$ cat src/rtl/rom_dl_sdram_writer.sv
// rom_dl_sdram_writer: packs data_io ROM download bytes into 16-bit words with
// lane masks, buffers them in a small FIFO and writes them through the SDRAM
// controller's port1 req/ack channel. rom_loaded rises once every byte of the
// finished download has been acknowledged by the controller.
module rom_dl_sdram_writer #(
  parameter int          DEPTH      = 4,
  parameter logic [24:0] ADDR_LIMIT = 25'h10000
) (
  input  logic        clk_sys,
  input  logic        reset,
  input  logic        ioctl_downl,
  input  logic        ioctl_wr,
  input  logic [24:0] ioctl_addr,
  input  logic [7:0]  ioctl_dout,
  output logic        port1_req,
  input  logic        port1_ack,
  output logic [21:0] port1_addr,
  output logic [1:0]  port1_ds,
  output logic [15:0] port1_din,
  output logic        port1_we,
  output logic        rom_loaded,
  output logic        overflow
);

  localparam int PTR_W = $clog2(DEPTH);
  localparam int CNT_W = PTR_W + 1;
  localparam logic [CNT_W-1:0] FULL_COUNT = CNT_W'(DEPTH);

  typedef enum logic {ST_IDLE, ST_REQ} state_t;

  state_t            state_q, state_d;
  logic              downl_q, downl_d;
  logic              fall_q, fall_d;
  logic              seen_fall_q, seen_fall_d;
  logic              pvalid_q, pvalid_d;
  logic [21:0]       paddr_q, paddr_d;
  logic [1:0]        pds_q, pds_d;
  logic [15:0]       pdata_q, pdata_d;
  logic [39:0]       mem_q [DEPTH];
  logic [39:0]       mem_d [DEPTH];
  logic [PTR_W-1:0]  wr_ptr_q, wr_ptr_d;
  logic [PTR_W-1:0]  rd_ptr_q, rd_ptr_d;
  logic [CNT_W-1:0]  count_q, count_d;
  logic              req_q, req_d;
  logic [21:0]       addr_q, addr_d;
  logic [1:0]        ds_q, ds_d;
  logic [15:0]       din_q, din_d;
  logic              rom_loaded_q, rom_loaded_d;
  logic              overflow_q, overflow_d;

  logic              accept, lane, rise, full, empty, pop, do_push, push_en;
  logic [21:0]       waddr;
  logic [1:0]        lane_ds, merged_ds;
  logic [15:0]       lane_data, merged_data;
  logic [39:0]       push_word;

  assign accept    = ioctl_wr && (ioctl_addr < ADDR_LIMIT);
  assign lane      = ioctl_addr[0];
  assign waddr     = ioctl_addr[22:1];
  assign lane_ds   = lane ? 2'b10 : 2'b01;
  assign lane_data = lane ? {ioctl_dout, 8'h00} : {8'h00, ioctl_dout};
  assign rise      = ioctl_downl && !downl_q;
  assign full      = (count_q == FULL_COUNT);
  assign empty     = (count_q == '0);
  assign pop       = (state_q == ST_REQ) && port1_ack;
  assign do_push   = push_en && !full;

  assign port1_req  = req_q;
  assign port1_addr = addr_q;
  assign port1_ds   = ds_q;
  assign port1_din  = din_q;
  assign port1_we   = downl_q || !empty || req_q;
  assign rom_loaded = rom_loaded_q;
  assign overflow   = overflow_q;

  // Byte assembler: merge strobes into the pending word, emit a push when it fills or is displaced
  always_comb begin
    pvalid_d    = pvalid_q;
    paddr_d     = paddr_q;
    pds_d       = pds_q;
    pdata_d     = pdata_q;
    push_en     = 1'b0;
    push_word   = {paddr_q, pds_q, pdata_q};
    merged_ds   = pds_q | lane_ds;
    merged_data = lane ? {ioctl_dout, pdata_q[7:0]} : {pdata_q[15:8], ioctl_dout};
    if (accept) begin
      if (pvalid_q && (waddr == paddr_q) && ((pds_q & lane_ds) == 2'b00)) begin
        if (merged_ds == 2'b11) begin
          push_en   = 1'b1;
          push_word = {paddr_q, 2'b11, merged_data};
          pvalid_d  = 1'b0;
        end else begin
          pds_d   = merged_ds;
          pdata_d = merged_data;
        end
      end else begin
        push_en  = pvalid_q;
        pvalid_d = 1'b1;
        paddr_d  = waddr;
        pds_d    = lane_ds;
        pdata_d  = lane_data;
      end
    end else if (fall_q && pvalid_q) begin
      push_en  = 1'b1;
      pvalid_d = 1'b0;
    end
  end

  // FIFO bookkeeping, port1 request FSM and download status flags
  always_comb begin
    mem_d        = mem_q;
    wr_ptr_d     = wr_ptr_q;
    rd_ptr_d     = rd_ptr_q;
    count_d      = count_q;
    state_d      = state_q;
    req_d        = req_q;
    addr_d       = addr_q;
    ds_d         = ds_q;
    din_d        = din_q;
    downl_d      = ioctl_downl;
    fall_d       = downl_q && !ioctl_downl;
    seen_fall_d  = seen_fall_q || fall_q;
    rom_loaded_d = rom_loaded_q;
    overflow_d   = overflow_q;

    if (do_push) begin
      mem_d[wr_ptr_q] = push_word;
      wr_ptr_d        = wr_ptr_q + PTR_W'(1);
    end
    if (pop) begin
      rd_ptr_d = rd_ptr_q + PTR_W'(1);
    end
    case ({do_push, pop})
      2'b10:   count_d = count_q + CNT_W'(1);
      2'b01:   count_d = count_q - CNT_W'(1);
      default: count_d = count_q;
    endcase

    case (state_q)
      ST_IDLE: begin
        if (!empty) begin
          {addr_d, ds_d, din_d} = mem_q[rd_ptr_q];
          req_d   = 1'b1;
          state_d = ST_REQ;
        end
      end
      ST_REQ: begin
        if (port1_ack) begin
          req_d   = 1'b0;
          state_d = ST_IDLE;
        end
      end
      default: state_d = ST_IDLE;
    endcase

    if (rise) begin
      seen_fall_d  = 1'b0;
      rom_loaded_d = 1'b0;
      overflow_d   = 1'b0;
    end
    if (push_en && full) begin
      overflow_d = 1'b1;
    end
    if (!ioctl_downl && empty && (state_q == ST_IDLE) && !pvalid_q && seen_fall_q) begin
      rom_loaded_d = 1'b1;
    end
  end

  // State registers; the FIFO storage itself needs no reset because count gates every read
  always_ff @(posedge clk_sys) begin
    if (reset) begin
      state_q      <= ST_IDLE;
      downl_q      <= 1'b0;
      fall_q       <= 1'b0;
      seen_fall_q  <= 1'b0;
      pvalid_q     <= 1'b0;
      paddr_q      <= '0;
      pds_q        <= '0;
      pdata_q      <= '0;
      wr_ptr_q     <= '0;
      rd_ptr_q     <= '0;
      count_q      <= '0;
      req_q        <= 1'b0;
      addr_q       <= '0;
      ds_q         <= '0;
      din_q        <= '0;
      rom_loaded_q <= 1'b0;
      overflow_q   <= 1'b0;
    end else begin
      state_q      <= state_d;
      downl_q      <= downl_d;
      fall_q       <= fall_d;
      seen_fall_q  <= seen_fall_d;
      pvalid_q     <= pvalid_d;
      paddr_q      <= paddr_d;
      pds_q        <= pds_d;
      pdata_q      <= pdata_d;
      mem_q        <= mem_d;
      wr_ptr_q     <= wr_ptr_d;
      rd_ptr_q     <= rd_ptr_d;
      count_q      <= count_d;
      req_q        <= req_d;
      addr_q       <= addr_d;
      ds_q         <= ds_d;
      din_q        <= din_d;
      rom_loaded_q <= rom_loaded_d;
      overflow_q   <= overflow_d;
    end
  end

endmodule

$ cat config.mk
export PLATFORM = sky130hd
export DESIGN_NAME = rom_dl_sdram_writer
export DESIGN_NICKNAME = d
export VERILOG_FILES = /design/src/rtl/rom_dl_sdram_writer.sv
export SDC_FILE = /design/constraint.sdc
export NUM_CORES = 1
export LEC_CHECK = 0
export CAP_MARGIN = 10
export CORE_MARGIN = 5
export CORE_UTILIZATION = 62
export DETAILED_ROUTE_END_ITERATION = 8
export HOLD_SLACK_MARGIN = 0.06
export PLACE_DENSITY = 0.93
export RECOVER_POWER = 50
export SLEW_MARGIN = 20
export SYNTH_ARGS = -nofsm -noshare
export SYNTH_HDL_FRONTEND = slang
export SYNTH_SLANG_ARGS = --single-unit
$ cat constraint.sdc
create_clock -name clk_sys -period 9.7 [get_ports clk_sys]
set_clock_uncertainty 0.1 [all_clocks]
set_input_delay 0.97 -clock clk_sys [delete_from_list [all_inputs] [get_ports clk_sys]]
set_output_delay 0.97 -clock clk_sys [all_outputs]
set_load 0.01 [all_outputs]
* Yosys cells after proc, flatten, opt, wreduce, memory -nomap -nowiden *
Index checks and enable logic that the tools add are counted.

operators by class
  add/sub/neg operators = 4
  order comparisons = 4
  eq/ne operators = 9
  multiplexer cells = 34
  bitwise logic cells = 8
  reductions and logical operators = 35

operators with widths
  kind                                                                    number
  160-bit bitwise mux                                                     1
  40-bit 2-to-1 mux                                                       3
  40-bit binary-select mux with 2-bit select                              1
  40-bit demux with 2-bit select                                          1
  16-bit 2-to-1 mux                                                       4
  18-bit 2-to-1 mux                                                       3
  25-bit by 17-bit < comparator with 1-bit output, second input constant  1
  22-bit == test                                                          1
  1-bit 2-to-1 mux                                                        15
  1-bit logical AND                                                       14
  2-bit AND reduction                                                     6
  2-bit nonzero test                                                      4
  3-bit >= comparator, second input constant                              2
  2-bit 2-to-1 mux                                                        3
  2-bit != test, second input constant                                    3
  2-bit inverter with 3-bit output                                        2
  3-bit case mux with 2 select lines                                      1
  1-bit zero test                                                         5
  2-bit by 1-bit adder with 2-bit output, second input constant           2
  2-bit == test, second input constant                                    2
  1-bit inverter                                                          4
  1-bit case mux with 2 select lines                                      2
  3-bit by 1-bit adder with 3-bit output, second input constant           1
  3-bit == test, second input constant                                    1
  10 further kinds                                                        12

storage, ports and cells
  register bits after elaboration = 255
  input bits = 38
  output and inout bits = 44
  word-level logic and storage cells = 115

* Depth between registers and ports, before layout *
  depth after elaboration = 9
  depth in mapped cells = 12
  mapped depth without buffers = 11

* Worst setup path after synthesis *
OpenSTA, ideal clock, no wires.

  path type = input port to flip-flop
  start = in ioctl_addr[0]
  end = reg mem_q[0] in the netlist's numbering, enable pin
  setup time = 495 ps
  data arrival time = 5,230 ps
  required time = 9,105 ps
  slack = 3,875 ps
  stages = 7
  buffers on the path = 1
  cell sequence = buf_6 mux2i_1 nand4_1 nor4_4 nand3_4 a2bb2oi_4 nor3b_1

between the ends
  longest elaborated chain between the ends = 8
  elaborated cells between the ends (all ways) = 13
  classes of those cells = order compare (1); eq/ne (1); mux (4); bitwise (2); reduce/logical (5)

ends and longest elaborated chain
  item                                                                                     RTL line  source
  start, declared                                                                          13        input logic [24:0] ioctl_addr,
  branches (longest 5 deep; another with 25-bit by 17-bit < comparator with 1-bit output)  -
  1-bit 2-to-1 mux *                                                                       86        if (accept) begin
  1-bit logical AND *                                                                      66        assign do_push = push_en && !full;
  2-bit AND reduction (no source line) *                                                   -
  end signal, assigned                                                                     198       mem_q <= mem_d;
  end, declared                                                                            39        logic [39:0] mem_q [DEPTH];

Every way passes the cells marked *.
A chain may end at the register's enable or synchronous reset.

==> flow_summary.yaml <==
grt:
  grt_pass1_wl_microns: 33200
  grt_max_degree: 82
  grt-ovfl-total: 0
  grt_pass1_vias: 6125
  antenna_found_initial: 1
  grt_usage_pct: 23.5
layout:
  layout_common_cells: "edfxtp_1, dfxtp_1, nand2_1"
  layout_commonest_cell: "edfxtp_1"
  synthToLayoutAreaGrowth_pct: 18.8
  final_util_pct: 75.6
  nNetsFinal: 771
  final_layout_size_suffix_gt1_share_pct: 15.3
  diodes: 0
logic_synthesis:
  yosysSeqAreaShare_pct: 68.9
  synth_edf_count: 160
  ys_seq_elements: 255
  synth_warnings: 0
  synth_area_per_cell_sq_um: 15.1
  synth.distinct_cells: 45
  syn-cell-area_sq_um: 9740
  ys.flop_type: "edfxtp_1"
  syn_nets: 687
  synthCells: 643
  ys_async_sr_fraction_pct: 0
setup_path:
  cp-start-kind: "input pin"
  end_kind: "flip-flop"
  cp.depth: 4
  worst_path_max_delay_cell: "clkbuf_1"
  r2r_cells: 11
  crit_family: "buffers and inverters"
  critPathBufInv: 2
  cp_max_fo: 81
  critPathRequiredTime_ns: 9.99
  cp.arrival_ns: 5.78
  crit_chain: "buf_2 > clkbuf_1 > a2111oi_0 > a22o_1"
  criticalPathCategory: "input pin to flip-flop"
  slowest_delay_ns: 2.82
timing:
  rsz0062_at_grt: "false"
  holdWs_ns: 0.353
  hold_viol_final: 0
  min_period_over_period_pct: 56.5
  relSlewSlack_pct: -169
  worst_pin_slew_ns: 4.03
  maxSlewViolCount: 100
  setup_tns_ns: 0
  fmax_mhz: 182
  period_needed_ns: 5.48
  timing.final.ws_setup_ns: 4.22
  setup_viol: 0
status:
  violations: "max-capacitance violations, max-slew violations"
  status: "finished, violations left"
clock_network:
  cts_tree: "yes"
  numCtsBuffers: 24
  root_buffer: "clkbuf_16"
  cts_sinks: 255
  clk_pin_slew_worst_paths_ns: 0.06
  cts_max_level: 1
  max-clock-path-buffers: 3
  cts_resized: 0
  clk_latency_ns: 0.51
  post-cts-setup-buffer-count: 0
  cts_hold_buf: 0
power_and_ir_drop:
  max-vdd-ir-drop_v: 0.000146
  power_leakage_nw: 3.74
  p_per_area_nw_per_um2: 184
min_path:
  whs_path_depth: 2
  min_path_type: "flip-flop to flip-flop"
routing:
  dr_total_vias: 5780
  drc: 0
  wl_per_cell_microns: 22.0
  dr.pass1.iters: 5
  drtIter0Drc: 398
  ant_nets: 0
  via_per_inst: 6.05
  drt_wl_total_microns: 21000
placement:
  place_ws_ns: 4.81
  gp_congestion: 0.854
  dp_hpwl_microns: 12900
  io_buffer_count: 81
floorplanning:
  start_util_pct: 63.6
  rows: 45
  coreArea_sq_um: 15300
  ioPinCount: 82
  die_h_microns: 135
  die_area_sq_um: 18300
  die_w_microns: 135
run:
  max_cap_viol_count: 3
-- state kept, by name (all words and copies together), names as in the netlist, 2 cells and up --
signal and count:
mem_q 160, paddr_q 22, port1_addr 22, pdata_q 16
port1_din 16, count_q 3, pds_q 2, port1_ds 2
rd_ptr_q 2, wr_ptr_q 2
-- where the power goes --
part / leakage [nW] / switching [mW] / internal, mW
combinational: 1.32 / 0.0205 / 0.0186
clock: 0.401 / 0.379 / 0.571
sequential: 2.03 / 0.000468 / 1.14
-- synthesized netlist by cell type, drive strengths merged (2+ instances only) --
master | instances | share of area (%)
and2 | 9 | 0.58
mux2 | 17 | 2.0
nor3b | 5 | 0.39
mux2i | 18 | 1.8
nand2b | 3 | 0.19
edfxtp | 160 | 49
a21oi | 48 | 2.6
buf | 12 | 0.63
nand2 | 87 | 3.4
o211ai | 2 | 0.15
dfxtp | 95 | 20
nor2b | 3 | 0.19
nand3 | 2 | 0.23
mux4 | 40 | 9.2
clkbuf | 20 | 0.77
o21ai | 4 | 0.21
nor2 | 36 | 1.5
ha | 5 | 0.64
a22o | 16 | 1.4
xor2 | 3 | 0.27
nor3 | 4 | 0.21
a2111oi | 2 | 0.31
xnor2 | 23 | 2.1
nand4 | 7 | 0.45
inv | 7 | 0.27
a211o | 2 | 0.18
nor4 | 3 | 0.35
-- worst reg2reg max path, stage by stage, from the launching register on --
cell,delay (ns)
dfxtp_1,0.48
xnor2_1,0.19
nand4_1,0.16
nor4_1,1.14
nand3_1,0.35
a2bb2oi_4,0.43
ha_1,0.27
inv_1,0.07
fa_1,0.39
xor2_1,0.19
or3_1,0.31
a21oi_1,0.14
-- metrics by stage --
stage	instance area, sq um	cells	power (mW)
after floorplan	9740	643	1.18
after global placement	10800	912	1.20
after detailed placement	10800	912	1.20
after CTS	11600	956	2.14
after global routing	11600	956	2.19
final	11600	956	2.13
-- area by class of cell --
class | instances | area, sq um
Timing Repair Buffer | 90 | 870
Inverter | 7 | 26.3
Sequential cell | 255 | 6710
Tap cell | 211 | 264
Multi-Input combinational cell | 349 | 2890
Clock inverter | 8 | 86.3
Fill cell | 881 | 3740
Clock buffer | 36 | 728
-- per-layer routing --
layer  global-route usage [%]  part of all wire (%)  routed length [microns]
met5                        0                 0.033                        7
met4                     7.84                   3.2                      662
met3                     4.57                   6.6                     1390
met2                     41.3                    53                    11100
met1                     29.4                    38                     7900
-- cells by family (layout without fill, tap and decap cells) --
kind of cell	after synthesis	in the layout	share of synthesized area, %
DFF	255	255	68.9
buffers and inverters	39	141	1.67
muxes	75	75	13.1
AOI/OAI and AO/OA	79	79	5.46
adders and majority gates	6	6	0.848
and+or+nand+nor	163	163	7.76
xor gates and xnor gates	26	26	2.34
-- path summary, 6_finish.rpt --
| path | startpoint | end | slack (ns) |
|---|---|---|---|
| max reg2reg | paddr_q[14]$_SDFFE_PP0P_ | count_q[2]$_SDFFE_PP0P_ | 5.37 |
| min | port1_addr[5]$_SDFFE_PP0P_ | port1_addr[5]$_SDFFE_PP0P_ | 0.35 |
| max | reset | pdata_q[1]$_SDFFE_PP0P_ | 4.22 |
| min reg2reg | port1_addr[5]$_SDFFE_PP0P_ | port1_addr[5]$_SDFFE_PP0P_ | 0.35 |
No activity file was read; power rests on OpenSTA's default activity.
